**src/rtl/gnrl_lden_arb_if.sv**
```systemverilog
// rtl/gnrl_lden_arb_if.sv - requester/bank bundle between N writers and the shared load-enabled register
interface gnrl_lden_arb_if #(
  parameter int N  = 4,
  parameter int DW = 32
);
  logic [N-1:0]    req;
  logic [N-1:0]    req_last;
  logic [N*DW-1:0] req_dat;
  logic [N-1:0]    gnt;
  logic            lden;
  logic [DW-1:0]   dnxt;
  logic            busy;
  logic            tmo_err;

  modport master (
    output req, req_last, req_dat,
    input  gnt, lden, dnxt, busy, tmo_err
  );

  modport slave (
    input  req, req_last, req_dat,
    output gnt, lden, dnxt, busy, tmo_err
  );
endinterface

```
**src/rtl/gnrl_lden_arb.sv**
```systemverilog
// rtl/gnrl_lden_arb.sv - round-robin arbiter with multi-beat locking in front of a shared lden/dnxt register
// Optional idle-owner timeout enabled by defining GNRL_LDEN_ARB_TIMEOUT_EN.
module gnrl_lden_arb #(
  parameter int N       = 4,
  parameter int DW      = 32,
  parameter int TMO_CYC = 16
) (
  input logic           clk,
  input logic           rst,
  gnrl_lden_arb_if.slave bus
);

  localparam int PW = $clog2(N);

  localparam logic [0:0] S_IDLE = 1'b0;
  localparam logic [0:0] S_LOCK = 1'b1;

  if (N < 2 || N > 16) begin : g_bad_n
    $error("gnrl_lden_arb: N out of range 2..16");
  end
  if (TMO_CYC < 2 || TMO_CYC > 255) begin : g_bad_tmo
    $error("gnrl_lden_arb: TMO_CYC out of range 2..255");
  end

  logic [0:0]    state;
  logic [PW-1:0] ptr;
  logic [PW-1:0] own;

  logic          found;
  logic [PW-1:0] win;
  logic [PW-1:0] sel;
  logic          sel_v;

  function automatic logic [PW-1:0] ptr_nxt(input logic [PW-1:0] idx);
    return (idx == PW'(N - 1)) ? '0 : idx + 1'b1;
  endfunction

  // Rotating priority search starting at ptr; explicit wrap keeps non-power-of-two N correct.
  always_comb begin
    int idx;
    found = 1'b0;
    win   = '0;
    idx   = 0;
    for (int k = 0; k < N; k++) begin
      idx = int'(ptr) + k;
      if (idx >= N) idx = idx - N;
      if (!found && bus.req[idx]) begin
        found = 1'b1;
        win   = PW'(idx);
      end
    end
  end

  always_comb begin
    sel   = (state == S_IDLE) ? win : own;
    sel_v = (state == S_IDLE) ? found : bus.req[own];
    if (rst) sel_v = 1'b0;
  end

  assign bus.gnt  = sel_v ? ({{(N-1){1'b0}}, 1'b1} << sel) : '0;
  assign bus.lden = |(bus.req & bus.gnt);
  assign bus.dnxt = bus.lden ? bus.req_dat[int'(sel)*DW +: DW] : '0;
  assign bus.busy = !rst && (state == S_LOCK);

`ifdef GNRL_LDEN_ARB_TIMEOUT_EN
  logic [7:0] cnt;
  logic       tmo_q;

  assign bus.tmo_err = !rst && tmo_q;

  always_ff @(posedge clk) begin
    if (rst) begin
      state <= S_IDLE;
      ptr   <= '0;
      own   <= '0;
      cnt   <= '0;
      tmo_q <= 1'b0;
    end else begin
      tmo_q <= 1'b0;
      if (state == S_IDLE) begin
        if (found) begin
          if (bus.req_last[win]) begin
            ptr <= ptr_nxt(win);
          end else begin
            state <= S_LOCK;
            own   <= win;
            cnt   <= '0;
          end
        end
      end else if (bus.req[own]) begin
        cnt <= '0;
        if (bus.req_last[own]) begin
          state <= S_IDLE;
          ptr   <= ptr_nxt(own);
        end
      end else if (cnt == 8'(TMO_CYC - 1)) begin
        // Owner went silent too long: release the lock and demote it like a normal finish.
        state <= S_IDLE;
        ptr   <= ptr_nxt(own);
        cnt   <= '0;
        tmo_q <= 1'b1;
      end else begin
        cnt <= cnt + 8'd1;
      end
    end
  end
`else
  assign bus.tmo_err = 1'b0;

  always_ff @(posedge clk) begin
    if (rst) begin
      state <= S_IDLE;
      ptr   <= '0;
      own   <= '0;
    end else if (state == S_IDLE) begin
      if (found) begin
        if (bus.req_last[win]) begin
          ptr <= ptr_nxt(win);
        end else begin
          state <= S_LOCK;
          own   <= win;
        end
      end
    end else if (bus.req[own] && bus.req_last[own]) begin
      state <= S_IDLE;
      ptr   <= ptr_nxt(own);
    end
  end
`endif

endmodule

```
**src/flat_wrapper.sv**
```systemverilog
// flat-port wrapper written by rule: the top's interface ports become plain ports
module gnrl_lden_arb_flat 
#(
  parameter int N       = 4,
  parameter int DW      = 32,
  parameter int TMO_CYC = 16
)
  (clk, rst, bus_req, bus_req_last, bus_req_dat, bus_gnt, bus_lden, bus_dnxt, bus_busy, bus_tmo_err);
  gnrl_lden_arb_if #(.N(N), .DW(DW)) bus_i ();
  input logic clk;
  input logic rst;
  input wire logic [$bits(bus_i.req)-1:0] bus_req;
  input wire logic [$bits(bus_i.req_last)-1:0] bus_req_last;
  input wire logic [$bits(bus_i.req_dat)-1:0] bus_req_dat;
  output wire logic [$bits(bus_i.gnt)-1:0] bus_gnt;
  output wire logic [$bits(bus_i.lden)-1:0] bus_lden;
  output wire logic [$bits(bus_i.dnxt)-1:0] bus_dnxt;
  output wire logic [$bits(bus_i.busy)-1:0] bus_busy;
  output wire logic [$bits(bus_i.tmo_err)-1:0] bus_tmo_err;
  assign bus_i.req = bus_req;
  assign bus_i.req_last = bus_req_last;
  assign bus_i.req_dat = bus_req_dat;
  assign bus_gnt = bus_i.gnt;
  assign bus_lden = bus_i.lden;
  assign bus_dnxt = bus_i.dnxt;
  assign bus_busy = bus_i.busy;
  assign bus_tmo_err = bus_i.tmo_err;
  gnrl_lden_arb #(.N(N), .DW(DW), .TMO_CYC(TMO_CYC)) u_core (.clk(clk), .rst(rst), .bus(bus_i));
endmodule
```
**config.mk**
```make
export PLATFORM = sky130hd
export DESIGN_NAME = gnrl_lden_arb_flat
export DESIGN_NICKNAME = d
export VERILOG_FILES = /design/src/rtl/gnrl_lden_arb_if.sv /design/src/rtl/gnrl_lden_arb.sv /design/src/flat_wrapper.sv
export SDC_FILE = /design/constraint.sdc
export NUM_CORES = 1
export LEC_CHECK = 0
export ABC_AREA = 1
export ABC_CLOCK_PERIOD_IN_PS = 4750
export CORE_MARGIN = 2
export CORE_UTILIZATION = 25
export CTS_CLUSTER_SIZE = 30
export DETAILED_ROUTE_END_ITERATION = 16
export PLACE_DENSITY = 0.65
export SYNTH_ARGS = -nofsm -noshare
export SYNTH_HDL_FRONTEND = slang
export SYNTH_SLANG_ARGS = --single-unit
```
**constraint.sdc**
```tcl
create_clock -name clk -period 4.75 [get_ports clk]
set_input_delay 0.475 -clock clk [delete_from_list [all_inputs] [get_ports clk]]
set_output_delay 0.475 -clock clk [all_outputs]
set_load 0.01 [all_outputs]
```
==> results of run 1 <==
metal layers:
layer / global-route usage (%) / part of all wire (%) / up-vias
met5: 0 / 0 / -
met4: 1.67 / 0.42 / 0
met3: 3.95 / 10 / 6
met2: 32.7 / 46 / 131
met1: 24.0 / 43 / 1391
li1: - / - / 1735
where the power goes:
group | switching, mW | leakage, nW | total (mW) | internal (mW)
Clock | 0.0237 | 0.0228 | 0.0816 | 0.0579
Combinational | 1.42 | 1.86 | 2.37 | 0.952
Sequential | 0.0327 | 0.0415 | 0.0920 | 0.0592
critical path, stage by stage:
cell	delay, ns
clkdlybuf4s50_1	0.42
inv_1	0.09
nand2_1	0.09
nand3_1	0.14
nand2_2	0.09
nor2_4	0.15
nand3_4	0.13
nand3_4	0.13
nand2_4	0.06
o21ai_4	0.26
buf_4	0.51
nand2_1	0.10
nand2_1	0.10
nand2_1	0.05
a21oi_1	0.15
clkdlybuf4s50_1	0.58
flip-flops by register name, indices dropped and copies added (netlist names):
register and cells:
u_core.ptr 2, u_core.state 1, u_core.own 2
final timing paths:
check	start	endpoint	slack, ns	cells past startpoint
worst max-delay path	bus_req[1]	bus_dnxt[14]	0.74	16
worst min-delay path	u_core.ptr[1]	u_core.ptr[1]	0.62	2
worst max register to register	u_core.ptr[0]	u_core.ptr[0]	2.46	14
worst min register to register	u_core.ptr[1]	u_core.ptr[1]	0.62	2
final cells by class:
cell class / instances / area (um^2)
sequential: 5 / 100
inverter: 24 / 90.1
clock buffer: 4 / 45.0
fill: 869 / 4290
timing repair buffer: 180 / 1800
tap: 105 / 131
multi-input combinational: 406 / 1720
cells by family after synthesis:
family	Yosys count	share of synthesized area, %
fa+ha+maj	1	0.599
simple gates	356	68.5
compound gates	48	12.4
flops	5	4.79
other cells	1	0.179
buf+inv	51	13.5
through the flow:
step / hold WS [ns] / cells
after floorplan: 0.526 / 462
after global placement: 0.589 / 720
after CTS: 0.613 / 724
final: 0.619 / 724
after detailed placement: 0.609 / 720
after global routing: 0.637 / 724
cells in the mapped netlist (2+ instances only):
cell,instances,area share [%]
buf_4,2,0.72
clkbuf_1,3,0.54
dfxtp_1,5,4.8
o21ai_0,3,0.72
nand3_4,2,1.7
inv_2,5,0.90
nor2_1,12,2.2
nand2_2,2,0.60
nand2_1,311,56
nor3_1,4,0.96
a21oi_1,41,9.8
nand4_1,5,1.5
nand3_1,15,3.6
inv_1,19,3.4
buf_6,9,4.9
buf_2,13,3.1
==> results.py, run 1 <==
metrics = {
    "status": {
        "status": "complete, no violations",
    },
    "clock_network": {
        "clk_pin_slew_ns": 0.04,
        "cts_resized": 0,
        "clockRootBuffer": "clkbuf_8",
        "cts_tree": "built",
        "clkSinkCount": 5,
        "clock_path_buffers": 2,
        "clock_latency_ns": 0.23,
        "cts_buffers": 3,
        "cts_setup_buffers": 0,
        "cts.htree.levels": 1,
        "ctsHoldBuffers": 0,
    },
    "pwr": {
        "p_total_mw": 2.54,
        "leakagePower_nw": 1.92,
        "peakVddDrop_mv": 0.342,
        "p_per_area_nw_per_um2": 654,
    },
    "synth": {
        "async_flop_share_pct": 0,
        "synth_edf_count": 0,
        "yosysSeqAreaShare_pct": 4.79,
        "synth_nets": 601,
        "syn-cell-area_um2": 2090,
        "ys_ff_latch": 5,
        "syn_inst": 462,
        "yosys_warnings": 0,
        "avgSynthCellArea_um2": 4.52,
        "yosysUniqueCellTypes": 27,
        "synth_top_flop_cell": "dfxtp_1",
    },
    "layout": {
        "syn_to_final_growth_pct": 86.0,
        "diodes": 0,
        "post-route-util_pct": 47.6,
        "nets": 759,
        "drive_gt1_share_pct": 3.88,
        "final_common_cell": "nand2_1",
        "final_area_um2": 3890,
        "layout_common_cells": "nand2_1 (311), clkdlybuf4s50_1 (175), a21oi_1 (41), inv_1 (19), nand3_1 (14)",
    },
    "critical_path": {
        "startpoint_type": "input port",
        "cp-end-kind": "output port",
        "crit_arrival_ns": 3.54,
        "required_ns": 4.28,
        "crit_type": "in -> out",
        "crit_fanout": 43,
    },
    "sta": {
        "slew_violations": 0,
        "setup_tns_ns": 0,
        "slew-limit-headroom_pct": 56.3,
        "worst_slew_pin_slew_ns": 0.653,
        "skew_ns": 0.00300,
        "timing.final.ws_setup_ns": 0.738,
        "min_period_over_period_pct": 84.5,
        "final_hold_viol_count": 0,
        "rsz0062_at_grt": "false",
        "period_needed_ns": 4.01,
        "max_freq_mhz": 249,
        "setup_violations": 0,
    },
    "routing": {
        "wl_per_cell_um": 13.1,
        "drc_errors": 0,
        "drt_iter0_markers": 103,
        "ant_nets": 0,
        "drt-total-wl_mm": 9.45,
        "vias_per_cell": 4.51,
        "vias": 3263,
        "drt_first_pass_iters": 4,
    },
    "global_route": {
        "grt_max_degree": 44,
        "antenna_found_initial": 0,
        "grt_pass1_wl_mm": 13.6,
        "grt.total_usage_pct": 18.5,
        "overflow": 0,
        "grt_pass1_vias": 2883,
    },
    "floorplan": {
        "die_w_um": 95.4,
        "initial_core_util_pct": 25.6,
        "io_pins": 177,
        "core_um2": 8180,
        "die_h_um": 95.4,
        "rows": 33,
        "dieArea_um2": 9100,
    },
    "place": {
        "place_ws_ns": 0.721,
        "dpl_cell_area_um2": 3840,
        "hpwlAfterDp_mm": 7.25,
        "port_buffers": 175,
        "place_congestion": 0.866,
    },
    "min_path": {
        "worstHoldPathType": "reg -> reg",
    },
    "job": {
        "drv_cap": 0,
    },
}
No activity file was read; power rests on OpenSTA's default activity.
==> run 2, diff against run 1 <==
Settings changed: ABC_CLOCK_PERIOD_IN_PS 4750 to 3750.
Clock period 4.75 ns to 3.75 ns, I/O delays scaled along.
==> run 2 against run 1 <==
Compared with the run above: cell count rose by 0.55%; critical endpoint is now bus_dnxt[25]; utilization up 0.87 points; clock power up 26%.
==> results.py, run 2 (same netlist as run 1, synthesis figures left out) <==
metrics = {
    "status": {
        "status": "complete, no violations",
    },
    "sta": {
        "min_period_over_period_pct": 92.8,
        "slew-limit-headroom_pct": 66.1,
        "setup_violations": 0,
        "whs_ns": 0.604,
        "worst_slew_pin_slew_ns": 0.508,
        "rsz0062_at_grt": "false",
        "final_hold_viol_count": 0,
        "skew_ns": 0.000168,
        "max_freq_mhz": 287,
        "period_needed_ns": 3.48,
        "setup_tns_ns": 0,
        "slew_violations": 0,
    },
    "routing": {
        "ant_nets": 0,
        "drt_iter0_markers": 93,
        "drt-total-wl_mm": 9.62,
        "vias_per_cell": 4.61,
        "drt_first_pass_iters": 4,
        "vias": 3355,
        "wl_per_cell_um": 13.2,
        "drc_errors": 0,
    },
    "global_route": {
        "grt.total_usage_pct": 19.6,
        "grt_use_met1_pct": 24.4,
        "overflow": 0,
        "grt_max_degree": 52,
        "grt_use_met2_pct": 35.6,
        "met3_usage_pct": 3.32,
        "antenna_found_initial": 0,
        "top_usage_layer": "met2",
        "grt_pass1_wl_mm": 14.4,
        "grt_pass1_vias": 2991,
    },
    "clock_network": {
        "ctsHoldBuffers": 0,
        "clock_latency_ns": 0.23,
        "clock_path_buffers": 2,
        "clk_pin_slew_ns": 0.04,
        "cts.htree.levels": 1,
        "cts_tree": "built",
        "clkSinkCount": 5,
        "clockRootBuffer": "clkbuf_8",
        "cts_buffers": 3,
    },
    "pwr": {
        "p_per_area_nw_per_um2": 848,
        "peakVddDrop_mv": 0.443,
        "p_total_mw": 3.36,
        "leakagePower_nw": 1.97,
    },
    "floorplan": {
        "rows": 33,
        "io_pins": 177,
        "initial_core_util_pct": 25.6,
        "core_um2": 8180,
        "dieArea_um2": 9100,
        "die_h_um": 95.4,
        "die_w_um": 95.4,
    },
    "critical_path": {
        "cp-end-kind": "output port",
        "cp_cell_sequence": "clkdlybuf4s50_1, inv_1, nand2_1, nand3_1, a21boi_1, nand2_1, nor2_1, nand2_1, o21ai_4, buf_12, nand2_1, a21oi_1, clkdlybuf4s50_1",
        "worst_path_most_repeated_cell": "nand2_1",
        "reg2reg_depth": 13,
        "startpoint_type": "input port",
        "r2r-start": "u_core.ptr[0]",
        "crit_end": "bus_dnxt[25]",
        "startpoint": "bus_req[0]",
        "reg2reg_to": "u_core.ptr[1]",
        "crit_arrival_ns": 3.10,
        "cp_top_family": "buffers and inverters",
        "slowest_stage": "clkdlybuf4s50_1",
        "required_ns": 3.38,
        "crit_buf_inv": 4,
        "crit_fanout": 24,
        "cp.depth": 13,
        "crit_type": "in -> out",
        "r2r_slack_ns": 1.67,
        "crit_path_max_incr_delay_ns": 0.58,
    },
    "job": {
        "drv_cap": 0,
    },
    "layout": {
        "drive_gt1_share_pct": 4.65,
        "diodes": 0,
        "final_common_cell": "nand2_1",
        "final_cells": 728,
        "layout_common_cells": "nand2_1 (311), clkdlybuf4s50_1 (174), a21oi_1 (41), inv_1 (19), nand3_1 (14)",
        "syn_to_final_growth_pct": 89.5,
        "seqCellArea_um2": 101,
        "post-route-util_pct": 48.4,
        "nets": 763,
        "reg_top3": "u_core.own x2, u_core.ptr x2, u_core.state x1",
        "multiInputGateArea_um2": 1720,
        "fillers": 866,
    },
    "place": {
        "hpwlAfterDp_mm": 7.57,
        "port_buffers": 175,
        "dp.cells": 724,
        "place_congestion": 0.897,
    },
    "min_path": {
        "hp-start": "u_core.ptr[1]",
        "worstHoldPathType": "reg -> reg",
    },
}
run 2: changes by cell type in the layout (fill, tap and decap cells not counted):
cell             change
buf_12               +3
buf_4                +1
clkdlybuf4s50_1      -1
dfxtp_1              -1
dfxtp_2              +1
dlymetal6s2s_1       +1
run 2: per-layer routing:
layer  vias to the layer above  routed length, um  share of wire, %
met5                         -                  0                 0
met4                         0                 91              0.95
met3                         8                938               9.8
met2                       134               4580                48
met1                      1470               4000                42
li1                       1743                  -                 -
run 2: cell type report:
class	instances	area share [%]
Clock buffer	4	1.14
Inverter	24	2.28
Multi-Input combinational cell	406	43.4
Sequential cell	5	2.56
Tap cell	105	3.32
Timing Repair Buffer	184	47.3
run 2: report_power, final:
| group | total [mW] | internal (mW) | leakage (nW) | switching [mW] |
|---|---|---|---|---|
| sequential | 0.120 | 0.0760 | 0.0418 | 0.0435 |
| combinational | 3.13 | 1.32 | 1.91 | 1.82 |
| clock | 0.103 | 0.0733 | 0.0228 | 0.0302 |
run 2: worst min-delay path by stage:
stage / to / depth (start not counted)
after floorplan: u_core.state / 1
after global placement: u_core.ptr[1] / 2
after detailed placement: u_core.ptr[1] / 2
after CTS: u_core.ptr[1] / 2
after global routing: u_core.ptr[1] / 2
final: u_core.ptr[1] / 2
run 2: stage by stage:
| stage | area, um^2 | worst slack (ns) |
|---|---|---|
| 2_1_floorplan | 2090 | 1.49 |
| 3_3_place_gp | 3910 | 0.283 |
| 3_5_place_dp | 3910 | 0.224 |
| 4_1_cts | 3960 | 0.0794 |
| 5_1_grt | 3960 | 0.000869 |
| 6_report | 3960 | 0.270 |
run 2: worst min-delay path, cell delays in order, from the launching register on:
cell     delay [ns]
dfxtp_1        0.36
a21oi_1        0.13
nor2_1         0.06
run 2: what timing repair did:
item	CTS	global route
buffers inserted	0	0
setup endpoints to repair	0	33
gates resized for setup	0	2
==> run 3, diff against run 2 <==
Settings changed: ABC_AREA 1 to 0, ABC_CLOCK_PERIOD_IN_PS 3750 to 3680, PLACE_DENSITY 0.65 to 0.8.
Clock period 3.75 ns to 3.68 ns, I/O delays scaled along.
==> run 3 against run 2 <==
Compared with the run above: via count decreased by 27%; non-clock buffer count stayed put; die area decreased by 33%; final area down 18%; sequential power is 18% higher; combinational power decreased by 61%; cell count down 39%; register-to-register slack better by 0.10 ns; synthesized area fell by 34%; clock power about the same; global-route usage grew 3.4 points; critical endpoint is now bus_dnxt[15]; largest cell class unchanged; largest power group unchanged.
==> results.py, run 3 <==
metrics = {
    "layout": {
        "post-route-util_pct": 62.1,
        "reg_top3": "u_core.own x2, u_core.ptr x2, u_core.state x1",
        "syn_to_final_growth_pct": 135,
        "multiInputGateArea_um2": 1150,
        "fillers": 464,
        "drive_gt1_share_pct": 6.47,
        "layout_common_cells": "clkdlybuf4s50_1 (175), nand2_1 (42), a21oi_1 (39), a222oi_1 (32), buf_4 (8)",
        "seqCellArea_um2": 100,
        "final_common_cell": "clkdlybuf4s50_1",
        "final_cells": 441,
        "nets": 511,
        "diodes": 0,
    },
    "floorplan": {
        "dieArea_um2": 6100,
        "core_um2": 5200,
        "die_w_um": 78.1,
        "io_pins": 177,
        "die_h_um": 78.1,
        "initial_core_util_pct": 26.4,
        "rows": 26,
    },
    "global_route": {
        "grt_pass1_wl_mm": 11.3,
        "antenna_found_initial": 0,
        "grt_max_degree": 38,
        "grt_pass1_vias": 2305,
        "grt.total_usage_pct": 23.0,
        "overflow": 0,
    },
    "critical_path": {
        "r2r-start": "u_core.ptr[0]",
        "crit_arrival_ns": 2.98,
        "r2r_slack_ns": 1.77,
        "required_ns": 3.31,
        "crit_type": "in -> out",
        "cp-end-kind": "output port",
        "reg2reg_to": "u_core.own[0]",
        "crit_path_max_incr_delay_ns": 0.59,
        "reg2reg_depth": 6,
        "startpoint_type": "input port",
        "crit_fanout": 22,
        "slowest_stage": "clkdlybuf4s50_1",
        "cp_cell_sequence": "clkdlybuf4s50_1, nor2b_1, o22a_1, o22a_1, o31ai_4, buf_4, a222oi_1, a21oi_1, clkdlybuf4s50_1",
    },
    "routing": {
        "ant_nets": 0,
        "vias": 2434,
        "drt_iter0_markers": 305,
        "drt-total-wl_mm": 7.57,
        "drt_first_pass_iters": 8,
        "drc_errors": 0,
        "vias_per_cell": 5.52,
        "wl_per_cell_um": 17.2,
    },
    "place": {
        "place_congestion": 0.889,
        "hpwlAfterDp_mm": 5.80,
        "dp.cells": 437,
        "port_buffers": 175,
    },
    "synth": {
        "yosys_warnings": 0,
        "synth.most_common_cell": "nand2_1",
        "syn_inst": 207,
        "synth_top_area_share_pct": 23.3,
        "synthTopCellsByCount": "nand2_1 (42), a21oi_1 (39), a222oi_1 (32)",
        "avgSynthCellArea_um2": 6.63,
        "yosysUniqueCellTypes": 40,
        "synth_top_flop_cell": "dfxtp_1",
        "ys_ff_latch": 5,
        "synth_area_leader_cell": "a222oi_1",
        "synth_area_leaders": "a222oi_1 (23%), a21oi_1 (14%), nand2_1 (11%)",
        "yosysSeqAreaShare_pct": 7.29,
        "async_flop_share_pct": 0,
        "synth_edf_count": 0,
        "syn-cell-area_um2": 1370,
        "synth_nets": 346,
    },
    "sta": {
        "skew_ns": 0.000902,
        "slew-limit-headroom_pct": 51.0,
        "period_needed_ns": 3.35,
        "worst_slew_pin_slew_ns": 0.734,
        "setup_tns_ns": 0,
        "slew_violations": 0,
        "max_freq_mhz": 298,
        "setup_violations": 0,
        "rsz0062_at_grt": "false",
        "min_period_over_period_pct": 91.1,
        "final_hold_viol_count": 0,
    },
    "clock_network": {
        "clock_latency_ns": 0.22,
        "cts_tree": "built",
        "clk_pin_slew_ns": 0.03,
        "cts.htree.levels": 1,
        "cts_setup_buffers": 0,
        "clock_path_buffers": 2,
        "clkSinkCount": 5,
        "cts_buffers": 3,
        "clockRootBuffer": "clkbuf_8",
        "ctsHoldBuffers": 0,
        "cts_resized": 0,
    },
    "job": {
        "drv_cap": 0,
    },
    "pwr": {
        "p_per_area_nw_per_um2": 449,
        "p_total_mw": 1.45,
        "leakagePower_nw": 1.16,
        "peakVddDrop_mv": 0.311,
    },
    "min_path": {
        "hp-start": "u_core.ptr[1]",
        "hold_depth": 2,
        "worstHoldPathType": "reg -> reg",
        "hold_path_end": "u_core.ptr[1]",
    },
    "status": {
        "status": "complete, no violations",
    },
}
[run 3: changes by cell type after synthesis, moves of 5 or more]
cell	change
nand2_1	-269
nor2_1	-8
a222oi_1	+32
inv_1	-16
nand3_1	-11
nor2b_1	+7
clkbuf_1	+5
nand4_1	-5
buf_6	-9
[run 3: stage by stage]
stage	setup slack, ns	hold slack, ns	area, um^2
after floorplan	1.62	0.437	1370
after global placement	0.395	0.610	3190
after detailed placement	0.349	0.627	3190
after CTS	0.339	0.638	3230
after global routing	0.145	0.702	3230
final	0.327	0.646	3230
[run 3: per-layer routing]
layer / share of wire, % / track usage (%) / routed length, um
met5: 0 / 0 / 0
met3: 11 / 5.86 / 814
met1: 39 / 28.8 / 2970
met4: 0.93 / 3.51 / 70
met2: 49 / 40.4 / 3720
[run 3: worst max path at each step]
stage | from | to | cells past startpoint
finish | bus_req[0] | bus_dnxt[15] | 9
floorplan | bus_req[0] | bus_dnxt[10] | 7
global route | bus_req[2] | bus_dnxt[19] | 9
detailed placement | bus_req[0] | bus_dnxt[15] | 9
CTS | bus_req[0] | bus_dnxt[15] | 9
global placement | bus_req[0] | bus_dnxt[24] | 9
[run 3: cell type report]
class                   instances  area share, %
flip-flops and latches          5           3.10
inverters                       5          0.581
clock buffers                   4           1.39
multi-input cells             173           35.5
well taps                      70           2.71
repair buffers                184           56.7
[run 3: cell families (layout without fill, tap and decap cells)]
logic type	count (synthesis)	in the layout	share of synthesized area, %
AO/OA/AOI/OAI	96	96	52.4
adder cells (fa/ha/maj)	1	1	0.911
buffers and inverters	29	193	9.94
flip-flops	5	5	7.29
multiplexers	3	3	4.01
other	1	1	0.273
AND/OR/NAND/NOR	72	72	25.2
[run 3: worst max-delay path, delay by kind of cell]
kind / cells / cell delay, ns
buffers and inverters: 3 / 1.46
AOI/OAI and AO/OA: 5 / 0.89
and+or+nand+nor: 1 / 0.26
[run 3: power breakdown]
group	total (mW)	internal, mW	switching (mW)
Clock	0.102	0.0744	0.0279
Combinational	1.21	0.646	0.560
Sequential	0.142	0.0746	0.0678
Total	1.45	0.795	0.656
